==> src/rtl/frame_sequencer_if.sv <==
// -----------------------------------------------------------------------------
// frame_sequencer_if
// Signal bundle between the frame sequencer and its environment (scene
// compositor, colour RAM, VGA adapter). Clock and reset stay plain ports on
// the sequencer.
//
//   iSkipClear  env -> seq  1 = omit CLEAR for the frame starting at this tick
//   iColour     env -> seq  compositor colour for the current oX/oY (same cycle)
//   oX, oY      seq -> env  scan coordinate / colour RAM address
//   oWren       seq -> env  colour RAM write enable
//   oWrData     seq -> env  colour RAM write data
//   oPlot       seq -> env  VGA plot enable, aligned to RAM read data
//   oPlotX/Y    seq -> env  VGA coordinate, aligned to RAM read data
//   oNewFrame   seq -> env  one-cycle pulse in the first cycle of a frame
//   oPhase      seq -> env  current sequencer state code
//   oOverrun    seq -> env  sticky: a tick arrived while a frame was running
//
// master: the sequencer side.  slave: the environment side.
// -----------------------------------------------------------------------------
interface frame_sequencer_if #(
    parameter int XW       = 8,
    parameter int YW       = 7,
    parameter int COLOUR_W = 3
);
    logic                iSkipClear;
    logic [COLOUR_W-1:0] iColour;
    logic [XW-1:0]       oX;
    logic [YW-1:0]       oY;
    logic                oWren;
    logic [COLOUR_W-1:0] oWrData;
    logic                oPlot;
    logic [XW-1:0]       oPlotX;
    logic [YW-1:0]       oPlotY;
    logic                oNewFrame;
    logic [2:0]          oPhase;
    logic                oOverrun;

    modport master (
        input  iSkipClear, iColour,
        output oX, oY, oWren, oWrData, oPlot, oPlotX, oPlotY,
               oNewFrame, oPhase, oOverrun
    );

    modport slave (
        output iSkipClear, iColour,
        input  oX, oY, oWren, oWrData, oPlot, oPlotX, oPlotY,
               oNewFrame, oPhase, oOverrun
    );
endinterface

==> src/rtl/frame_sequencer.sv <==
// -----------------------------------------------------------------------------
// frame_sequencer
// Generates the frame tick and, once per frame, raster-scans the colour RAM
// three times back to back: CLEAR (write CLEAR_COLOUR), COMPOSE (write the
// compositor colour), DISPLAY (read and stream to the VGA adapter). A DRAIN
// phase of RD_LATENCY cycles lets the last read data leave the plot pipe.
//
// Ports:
//   iClock   system clock
//   iResetn  synchronous active-low reset
//   bus      frame_sequencer_if.master (scan address, RAM write port, VGA plot
//            port, frame pulse, phase and overrun flag)
//
// RD_LATENCY must lie in 1..4 (drain counter is 3 bits wide).
// -----------------------------------------------------------------------------
module frame_sequencer #(
    parameter int                  WIDTH        = 160,
    parameter int                  HEIGHT       = 120,
    parameter int                  XW           = 8,
    parameter int                  YW           = 7,
    parameter int                  COLOUR_W     = 3,
    parameter logic [COLOUR_W-1:0] CLEAR_COLOUR = '0,
    parameter int                  FRAME_DIV    = 833333,
    parameter int                  RD_LATENCY   = 1
) (
    input  logic              iClock,
    input  logic              iResetn,
    frame_sequencer_if.master bus
);

    typedef enum logic [2:0] {
        WAIT    = 3'd0,
        CLEAR   = 3'd1,
        COMPOSE = 3'd2,
        DISPLAY = 3'd3,
        DRAIN   = 3'd4
    } state_t;

    localparam int DW = $clog2(FRAME_DIV + 1);

    state_t        state;
    state_t        nextState;
    logic [DW-1:0] divCount;
    logic          tick;
    logic [XW-1:0] x;
    logic [YW-1:0] y;
    logic          scanning;
    logic          lastX;
    logic          lastY;
    logic          scanDone;
    logic [2:0]    drainCount;
    logic          drainDone;
    logic          newFrame;
    logic          overrun;

    logic          pipeValid [RD_LATENCY];
    logic [XW-1:0] pipeX     [RD_LATENCY];
    logic [YW-1:0] pipeY     [RD_LATENCY];

    // ---------------------------------------------------------------- divider
    // Free-running; tick is the cycle the counter sits at zero, reload follows.
    // NOTE: every clocked block uses non-blocking assignments so all registers
    // update from the same pre-edge values regardless of block ordering.
    always_ff @(posedge iClock) begin
        if (!iResetn || divCount == '0) begin
            divCount <= DW'(FRAME_DIV - 1);
        end else begin
            divCount <= divCount - 1'b1;
        end
    end

    assign tick = (divCount == '0);

    // ------------------------------------------------------------ scan counter
    assign scanning = (state == CLEAR) || (state == COMPOSE) || (state == DISPLAY);
    assign lastX    = (x == XW'(WIDTH - 1));
    assign lastY    = (y == YW'(HEIGHT - 1));
    assign scanDone = scanning && lastX && lastY;

    // The wrap at the last pixel returns the counters to (0,0), so the next
    // phase starts on the following cycle without a bubble.
    always_ff @(posedge iClock) begin
        if (!iResetn || !scanning) begin
            x <= '0;
            y <= '0;
        end else if (lastX) begin
            x <= '0;
            y <= lastY ? '0 : y + 1'b1;
        end else begin
            x <= x + 1'b1;
        end
    end

    always_ff @(posedge iClock) begin
        if (!iResetn || state != DRAIN) begin
            drainCount <= '0;
        end else begin
            drainCount <= drainCount + 1'b1;
        end
    end

    assign drainDone = (state == DRAIN) && (drainCount == 3'(RD_LATENCY - 1));

    // -------------------------------------------------------------------- FSM
    always_ff @(posedge iClock) begin
        if (!iResetn) begin
            state <= WAIT;
        end else begin
            state <= nextState;
        end
    end

    // NOTE: defaults are assigned before the case so no path leaves a signal
    // unassigned, which would otherwise infer a latch.
    always_comb begin
        nextState   = state;
        bus.oWren   = 1'b0;
        bus.oWrData = '0;
        unique case (state)
            WAIT: begin
                if (tick) begin
                    nextState = bus.iSkipClear ? COMPOSE : CLEAR;
                end
            end
            CLEAR: begin
                bus.oWren   = 1'b1;
                bus.oWrData = CLEAR_COLOUR;
                if (scanDone) nextState = COMPOSE;
            end
            COMPOSE: begin
                bus.oWren   = 1'b1;
                bus.oWrData = bus.iColour;
                if (scanDone) nextState = DISPLAY;
            end
            DISPLAY: begin
                if (scanDone) nextState = DRAIN;
            end
            DRAIN: begin
                if (drainDone) nextState = WAIT;
            end
            default: nextState = WAIT;
        endcase
    end

    // ------------------------------------------------------- frame and overrun
    // A tick in any state but WAIT (including DRAIN's last cycle) is dropped
    // and flagged; the running frame is not disturbed.
    always_ff @(posedge iClock) begin
        if (!iResetn) begin
            newFrame <= 1'b0;
            overrun  <= 1'b0;
        end else begin
            newFrame <= tick && (state == WAIT);
            if (tick && state != WAIT) begin
                overrun <= 1'b1;
            end
        end
    end

    // ------------------------------------------------------------ plot pipe
    // Matches the colour RAM read latency: an address issued in cycle C shows
    // up as a plot in cycle C + RD_LATENCY. Coordinates are zeroed when not
    // valid so the VGA port is quiet outside the burst.
    // NOTE: the pipe is tiny and feeds outputs directly, so it is reset in
    // full; that keeps oPlot/oPlotX/oPlotY at 0 right after reset.
    always_ff @(posedge iClock) begin
        if (!iResetn) begin
            for (int i = 0; i < RD_LATENCY; i++) begin
                pipeValid[i] <= 1'b0;
                pipeX[i]     <= '0;
                pipeY[i]     <= '0;
            end
        end else begin
            pipeValid[0] <= (state == DISPLAY);
            pipeX[0]     <= (state == DISPLAY) ? x : '0;
            pipeY[0]     <= (state == DISPLAY) ? y : '0;
            for (int i = 1; i < RD_LATENCY; i++) begin
                pipeValid[i] <= pipeValid[i-1];
                pipeX[i]     <= pipeX[i-1];
                pipeY[i]     <= pipeY[i-1];
            end
        end
    end

    // ---------------------------------------------------------------- outputs
    assign bus.oX        = x;
    assign bus.oY        = y;
    assign bus.oPlot     = pipeValid[RD_LATENCY-1];
    assign bus.oPlotX    = pipeX[RD_LATENCY-1];
    assign bus.oPlotY    = pipeY[RD_LATENCY-1];
    assign bus.oNewFrame = newFrame;
    assign bus.oPhase    = state;
    assign bus.oOverrun  = overrun;

endmodule

==> src/flat_wrapper.sv <==
// flat-port wrapper written by rule: the top's interface ports become plain ports
module frame_sequencer_flat 
#(
    parameter int                  WIDTH        = 160,
    parameter int                  HEIGHT       = 120,
    parameter int                  XW           = 8,
    parameter int                  YW           = 7,
    parameter int                  COLOUR_W     = 3,
    parameter logic [COLOUR_W-1:0] CLEAR_COLOUR = '0,
    parameter int                  FRAME_DIV    = 833333,
    parameter int                  RD_LATENCY   = 1
)
  (iClock, iResetn, bus_iSkipClear, bus_iColour, bus_oX, bus_oY, bus_oWren, bus_oWrData, bus_oPlot, bus_oPlotX, bus_oPlotY, bus_oNewFrame, bus_oPhase, bus_oOverrun);
  frame_sequencer_if #(.XW(XW), .YW(YW), .COLOUR_W(COLOUR_W)) bus_i ();
  input  logic iClock;
  input  logic iResetn;
  input wire logic [$bits(bus_i.iSkipClear)-1:0] bus_iSkipClear;
  input wire logic [$bits(bus_i.iColour)-1:0] bus_iColour;
  output wire logic [$bits(bus_i.oX)-1:0] bus_oX;
  output wire logic [$bits(bus_i.oY)-1:0] bus_oY;
  output wire logic [$bits(bus_i.oWren)-1:0] bus_oWren;
  output wire logic [$bits(bus_i.oWrData)-1:0] bus_oWrData;
  output wire logic [$bits(bus_i.oPlot)-1:0] bus_oPlot;
  output wire logic [$bits(bus_i.oPlotX)-1:0] bus_oPlotX;
  output wire logic [$bits(bus_i.oPlotY)-1:0] bus_oPlotY;
  output wire logic [$bits(bus_i.oNewFrame)-1:0] bus_oNewFrame;
  output wire logic [$bits(bus_i.oPhase)-1:0] bus_oPhase;
  output wire logic [$bits(bus_i.oOverrun)-1:0] bus_oOverrun;
  assign bus_i.iSkipClear = bus_iSkipClear;
  assign bus_i.iColour = bus_iColour;
  assign bus_oX = bus_i.oX;
  assign bus_oY = bus_i.oY;
  assign bus_oWren = bus_i.oWren;
  assign bus_oWrData = bus_i.oWrData;
  assign bus_oPlot = bus_i.oPlot;
  assign bus_oPlotX = bus_i.oPlotX;
  assign bus_oPlotY = bus_i.oPlotY;
  assign bus_oNewFrame = bus_i.oNewFrame;
  assign bus_oPhase = bus_i.oPhase;
  assign bus_oOverrun = bus_i.oOverrun;
  frame_sequencer #(.WIDTH(WIDTH), .HEIGHT(HEIGHT), .XW(XW), .YW(YW), .COLOUR_W(COLOUR_W), .CLEAR_COLOUR(CLEAR_COLOUR), .FRAME_DIV(FRAME_DIV), .RD_LATENCY(RD_LATENCY)) u_core (.iClock(iClock), .iResetn(iResetn), .bus(bus_i));
endmodule
==> config.mk <==
export PLATFORM = sky130hd
export DESIGN_NAME = frame_sequencer_flat
export DESIGN_NICKNAME = d
export VERILOG_FILES = /design/src/rtl/frame_sequencer_if.sv /design/src/rtl/frame_sequencer.sv /design/src/flat_wrapper.sv
export SDC_FILE = /design/constraint.sdc
export NUM_CORES = 1
export LEC_CHECK = 0
export ABC_AREA = 1
export ABC_CLOCK_PERIOD_IN_PS = 1600
export BUFFER_PORTS_ARGS = -buffer_cell sky130_fd_sc_hd__buf_2
export CORE_MARGIN = 5
export CORE_UTILIZATION = 40
export DETAILED_ROUTE_END_ITERATION = 8
export PLACE_DENSITY = 0.68
export SLEW_MARGIN = 20
export SYNTH_ARGS = -nofsm -noshare
export SYNTH_HDL_FRONTEND = slang
export SYNTH_SLANG_ARGS = --single-unit
export TNS_END_PERCENT = 50
==> constraint.sdc <==
create_clock -name iClock -period 1.6 [get_ports iClock]
set_clock_uncertainty 0.15 [all_clocks]
set_input_delay 0.48 -clock iClock [delete_from_list [all_inputs] [get_ports iClock]]
set_output_delay 0.48 -clock iClock [all_outputs]
set_load 0.1 [all_outputs]
== Yosys cells after proc, flatten, opt, wreduce, memory -nomap -nowiden ==
Memories as Yosys holds them, arrays and structs flattened.
Index checks and enable logic that the tools add are counted.

* Memories: 3
* Output and inout port bits: 40
* Bits in registers: 43
* Word-level logic and storage cells: 68
* RAM bits: 16

{| class="wikitable"
|+ Memory list
! name !! depth !! width !! read ports !! clocked after memory_dff !! wr ports !! line !! text
|-
| u_core.pipeX || 1 || 8 || 1 || 0 || 1 || frame_sequencer.sv:57 || <nowiki>logic [XW-1:0] pipeX [RD_LATENCY];</nowiki>
|-
| u_core.pipeY || 1 || 7 || 1 || 0 || 1 || frame_sequencer.sv:58 || <nowiki>logic [YW-1:0] pipeY [RD_LATENCY];</nowiki>
|-
| u_core.pipeValid || 1 || 1 || 1 || 0 || 1 || frame_sequencer.sv:56 || <nowiki>logic pipeValid [RD_LATENCY];</nowiki>
|}

* Equality and inequality tests: 12
* Mux-type cells: 20
* Reduce and logical (&&, ||, !) cells: 22
* Add/sub/neg operators: 4

{| class="wikitable"
|+ Operator list
! cell !! count
|-
| 7-bit two-way mux || 3
|-
| 20-bit logical NOT || 1
|-
| 20-bit by 1-bit subtractor with 20-bit output, second input constant || 1
|-
| 3-bit two-way mux || 6
|-
| 8-bit two-way mux || 2
|-
| 3-bit case mux with 5 select lines || 1
|-
| 2-bit by 1-bit inequality test with 1-bit output, second input constant || 5
|-
| 8-bit by 1-bit adder with 8-bit output, second input constant || 1
|-
| 8-bit == test, second input constant || 1
|-
| 8-bit OR reduction || 1
|-
| 7-bit by 1-bit adder with 7-bit output, second input constant || 1
|-
| 7-bit == test, second input constant || 1
|-
| 1-bit two-way mux || 7
|-
| 7-bit OR reduction || 1
|-
| 3-bit by 2-bit == test with 1-bit output, second input constant || 2
|-
| 3-bit logical NOT || 2
|-
| 1-bit logical AND || 5
|-
| 1-bit logical OR || 5
|-
| 5-bit AND reduction || 1
|-
| 2-bit OR reduction || 2
|-
| 3-bit by 1-bit adder with 3-bit output, second input constant || 1
|-
| 3-bit by 1-bit == test with 1-bit output, second input constant || 1
|-
| 3-bit == test, second input constant || 1
|-
| 3-bit inequality test, second input constant || 1
|-
| 4 further kinds || 5
|}

== Logic depth before layout (Yosys ltp) ==
* Word-level depth: 7
* Gate-level depth with buffers: 10
* Gate-level depth less buffers: 10

== Worst setup path before layout ==
OpenSTA, ideal clock, no wires.

* Kind: flip-flop to output port
* From: reg u_core.state[1] (netlist: u_core.bus.oPhase[1])
* To: out bus_oWrData[0]
* Data arrival time: 2.512 ns
* Required time: 0.970 ns
* Stages on the path, launching flop included: 3
* Slack: -1.542 ns
* Cells stage by stage: dfxtp_1 > nand2_1 > nor2_1

* Cells in the longest elaborated chain, start to end: 2

{| class="wikitable"
|+ Ends and longest elaborated chain
! item !! line !! text
|-
| start, declared || frame_sequencer.sv:41 || <nowiki>state_t state;</nowiki>
|-
| start signal, assigned || frame_sequencer.sv:109 || <nowiki>state <= nextState;</nowiki>
|-
| 3-bit by 2-bit == test with 1-bit output || frame_sequencer.sv:119 || <nowiki>unique case (state)</nowiki>
|-
| 3-bit two-way mux || frame_sequencer.sv:119 ||
|-
| end, declared || flat_wrapper.sv:22 || <nowiki>output wire logic [$bits(bus_i.oWrData)-1:0] bus_oWrData;</nowiki>
|}

Every way passes these cells.

== Final worst setup path ==
* From: reg u_core.state[0] (netlist: u_core.bus.oPhase[0])
* To: out bus_oWren

* Cells in the longest elaborated chain, start to end: 3

{| class="wikitable"
|+ Ends and longest elaborated chain
! item !! line !! text
|-
| 3-bit by 2-bit == test with 1-bit output / 3-bit by 1-bit == test with 1-bit output (equally long branches) || frame_sequencer.sv:119 ||
|-
| 2-bit OR reduction (no line) * || - ||
|-
| 1-bit two-way mux * || frame_sequencer.sv:119 ||
|-
| end, declared || flat_wrapper.sv:21 || <nowiki>output wire logic [$bits(bus_i.oWren)-1:0] bus_oWren;</nowiki>
|}

Every way passes the cells marked *; elsewhere a longest branch is shown, timed or not.

==> impl_metrics.env <==
export IMPL_htree_levels=3
export IMPL_final_util_pct=68.3
export IMPL_worst_pin_slew_ns=0.313
export IMPL_fp_coreArea_sq_mm=0.00596
export IMPL_crit_end="bus_oWren"
export IMPL_place_congestion=0.840
export IMPL_leakagePower_nw=1.62
export IMPL_drv_cap=0
export IMPL_violations="setup timing"
export IMPL_peakVddDrop_v=0.000845
export IMPL_cpPeakStageDelay_ns=0.39
export IMPL_synth_cells=321
export IMPL_mostFrequentLayoutCell="nor2_1"
export IMPL_rsz0062_at_grt="yes"
export IMPL_drc=0
export IMPL_hold_path_class="reg2reg"
export IMPL_via_per_inst=4.68
export IMPL_crit_required_ns=0.97
export IMPL_report_final_setup_viol=10
export IMPL_diodes=0
export IMPL_first_global_vias=2211
export IMPL_critical_path_class="reg2out"
export IMPL_dieHeight_um=88.3
export IMPL_fin_crit_ns=1.83
export IMPL_setup_ws_ns=-0.233
export IMPL_fin_cells=483
export IMPL_clk_latency_ns=0.34
export IMPL_clkTransAtPathRegs_ns=0.06
export IMPL_synthArstFlopShare_pct=0
export IMPL_grt_pass1_wl_um=9580
export IMPL_status="finished, violations left"
export IMPL_r2r_start="u_core.bus.oX[1]"
export IMPL_drive_gt1_share_pct=38.7
export IMPL_synth_distinct_cells=30
export IMPL_area_delta_synth_final_pct=66.0
export IMPL_synth_enable_flop_cells=0
export IMPL_place_inst=452
export IMPL_design_area_sq_mm=0.00407
export IMPL_antenna_found_initial=0
export IMPL_cp_depth=4
export IMPL_ys_warn_count=0
export IMPL_cts_sinks=59
export IMPL_end_kind="primary output"
export IMPL_synth_top_area_share_pct=48.2
export IMPL_place_hpwl_um=4050
export IMPL_ioPinCount=46
export IMPL_slew_headroom_pct=79.0
export IMPL_cts_inserted_buffers=9
export IMPL_fillers=432
export IMPL_min_period_over_period_pct=115
export IMPL_drv_slew=0
export IMPL_port_buffers=45
export IMPL_cts_buffer_depth=2
export IMPL_grt_ovfl_total=0
export IMPL_drtIter0Drc=88
export IMPL_grt_total_usage_pct=16.0
export IMPL_synth_flop_cell="dfxtp_1"
export IMPL_ys_ff_latch=59
export IMPL_slowest_stage="dfxtp_4"
export IMPL_timing_rr_end="u_core.bus.oPhase[0]"
export IMPL_rr_worst_depth=8
export IMPL_startpoint_type="flop"
export IMPL_synth_area_sq_mm=0.00245
export IMPL_grt_max_degree=16
export IMPL_initial_core_util_pct=41.2
export IMPL_worst_hold_slack_ns=0.278
export IMPL_rows=28
export IMPL_cts_root_buffer="clkbuf_8"
export IMPL_placed_area_sq_mm=0.00362
export IMPL_rrSetupSlack_ns=0.05
export IMPL_finalHoldViolations=0
export IMPL_crit_start="u_core.bus.oPhase[0]"
export IMPL_synth_area_leaders="dfxtp_1, nor2_1, nand2_1, inv_1, nand3_1"
export IMPL_die_area_sq_mm=0.00780
export IMPL_wire_per_inst_um=12.4
export IMPL_crit_family="flip-flops"
export IMPL_die_x_um=88.3
export IMPL_p_per_area_mw_per_mm2=989
export IMPL_fmax_mhz=546
export IMPL_yosys_area_top_type="dfxtp_1"
export IMPL_drt_pass1_iterations=4
export IMPL_nets=415
export IMPL_cp_arrival_ns=1.20
export IMPL_path_cells="nor2_4 -> nor2_2 -> and2_4 -> buf_12"
export IMPL_cts_tree="yes"
export IMPL_ant_nets=0
export IMPL_path_buf_inv=1
export IMPL_vias=2262
export IMPL_cts_hold_buf=0
export IMPL_final_cell_mix="nor2_1, nand2_1, buf_12"
export IMPL_crit_fanout=5
export IMPL_drt_wl_total_um=5990
export IMPL_avgSynthCellArea_sq_um=7.64
export IMPL_ys_seq_area_share_pct=48.2
export IMPL_dp_slack_ns=-0.0525
export IMPL_syn_num_nets=333
## per-layer routing
metal  vias up  wire length (um)  global-route usage, %
met2        49              3030                   27.1
li1       1155                 -                      -
met3        12               358                   7.26
met4         0                95                   4.53
met5         -                 0                      0
met1      1046              2520                   18.1
## cell families (layout without fill, tap and decap cells)
group           after synthesis  in the layout  share of synthesized area [%]
fa+ha+maj                     6              6                           3.06
buf+inv                      48            135                           7.86
flops                        59             59                           48.2
compound gates               23             23                           5.41
simple gates                171            171                           30.5
xor+xnor                     14             14                           5.00
## where the power goes
| group | internal, mW | switching [mW] |
|---|---|---|
| Sequential | 1.51 | 0.0628 |
| Clock | 0.690 | 0.579 |
| Combinational | 0.461 | 0.717 |
| Total | 2.67 | 1.36 |
## worst reg2reg max path: stages, from the launching register on
cell	delay (ns)
dfxtp_4	0.38
ha_4	0.15
nand3_4	0.09
nor2_8	0.17
nand2_4	0.08
a21oi_4	0.21
nand3_2	0.09
nand2_1	0.07
nor2_1	0.05
## cell usage after synthesis (2+ instances only)
cell type,instances
a21oi_1,12
o21a_1,2
nor2_1,78
ha_1,6
xor2_1,10
inv_1,44
dfxtp_1,59
o21ai_0,7
nor3_1,6
nand2_1,52
nand3_1,22
nor2_2,2
xnor2_1,4
## how the worst min path moves through the flow
| stage | startpoint | endpoint | slack (ns) | cells past startpoint |
|---|---|---|---|---|
| after global placement | u_core.divCount[0] | u_core.divCount[0] | 0.25 | 1 |
| after global routing | u_core.divCount[0] | u_core.divCount[0] | 0.29 | 1 |
| after detailed placement | u_core.divCount[0] | u_core.divCount[0] | 0.26 | 1 |
| after floorplan | u_core.divCount[0] | u_core.divCount[0] | 0.24 | 1 |
| final | u_core.divCount[0] | u_core.divCount[0] | 0.28 | 1 |
| after CTS | u_core.divCount[0] | u_core.divCount[0] | 0.27 | 1 |
## state kept, by name, summed over array words and instances, names as in the netlist
register / cells
u_core.bus.oPhase: 3
u_core.pipeX: 8
u_core.drainCount: 3
u_core.bus.oNewFrame: 1
u_core.pipeValid: 1
u_core.divCount: 20
u_core.pipeY: 7
u_core.bus.oX: 8
u_core.bus.oY: 7
u_core.bus.oOverrun: 1
## area by class of cell
type / count / area (sq um) / share of cell area [%]
flip-flops and latches: 59 / 1240 / 30.4
multi-input cells: 214 / 1270 / 31.3
clock inverters: 4 / 22.5 / 0.553
clock buffers: 12 / 166 / 4.09
repair buffers: 74 / 1100 / 27.1
well taps: 75 / 93.8 / 2.31
inverters: 45 / 171 / 4.21
## stage by stage
stage          setup TNS (ns)  power, mW
2_1_floorplan           -1.17       2.29
3_3_place_gp                0       2.66
3_5_place_dp          -0.0581       2.67
4_1_cts                 -1.21       3.98
5_1_grt                 -1.90       4.21
6_report                -1.25       4.02
## repair_timing
action	CTS	global route
resized for setup	6	37
setup buffers	4	11
pin swaps	4	14
setup endpoints to repair	8	36
(Power assumes the default switching activity.)
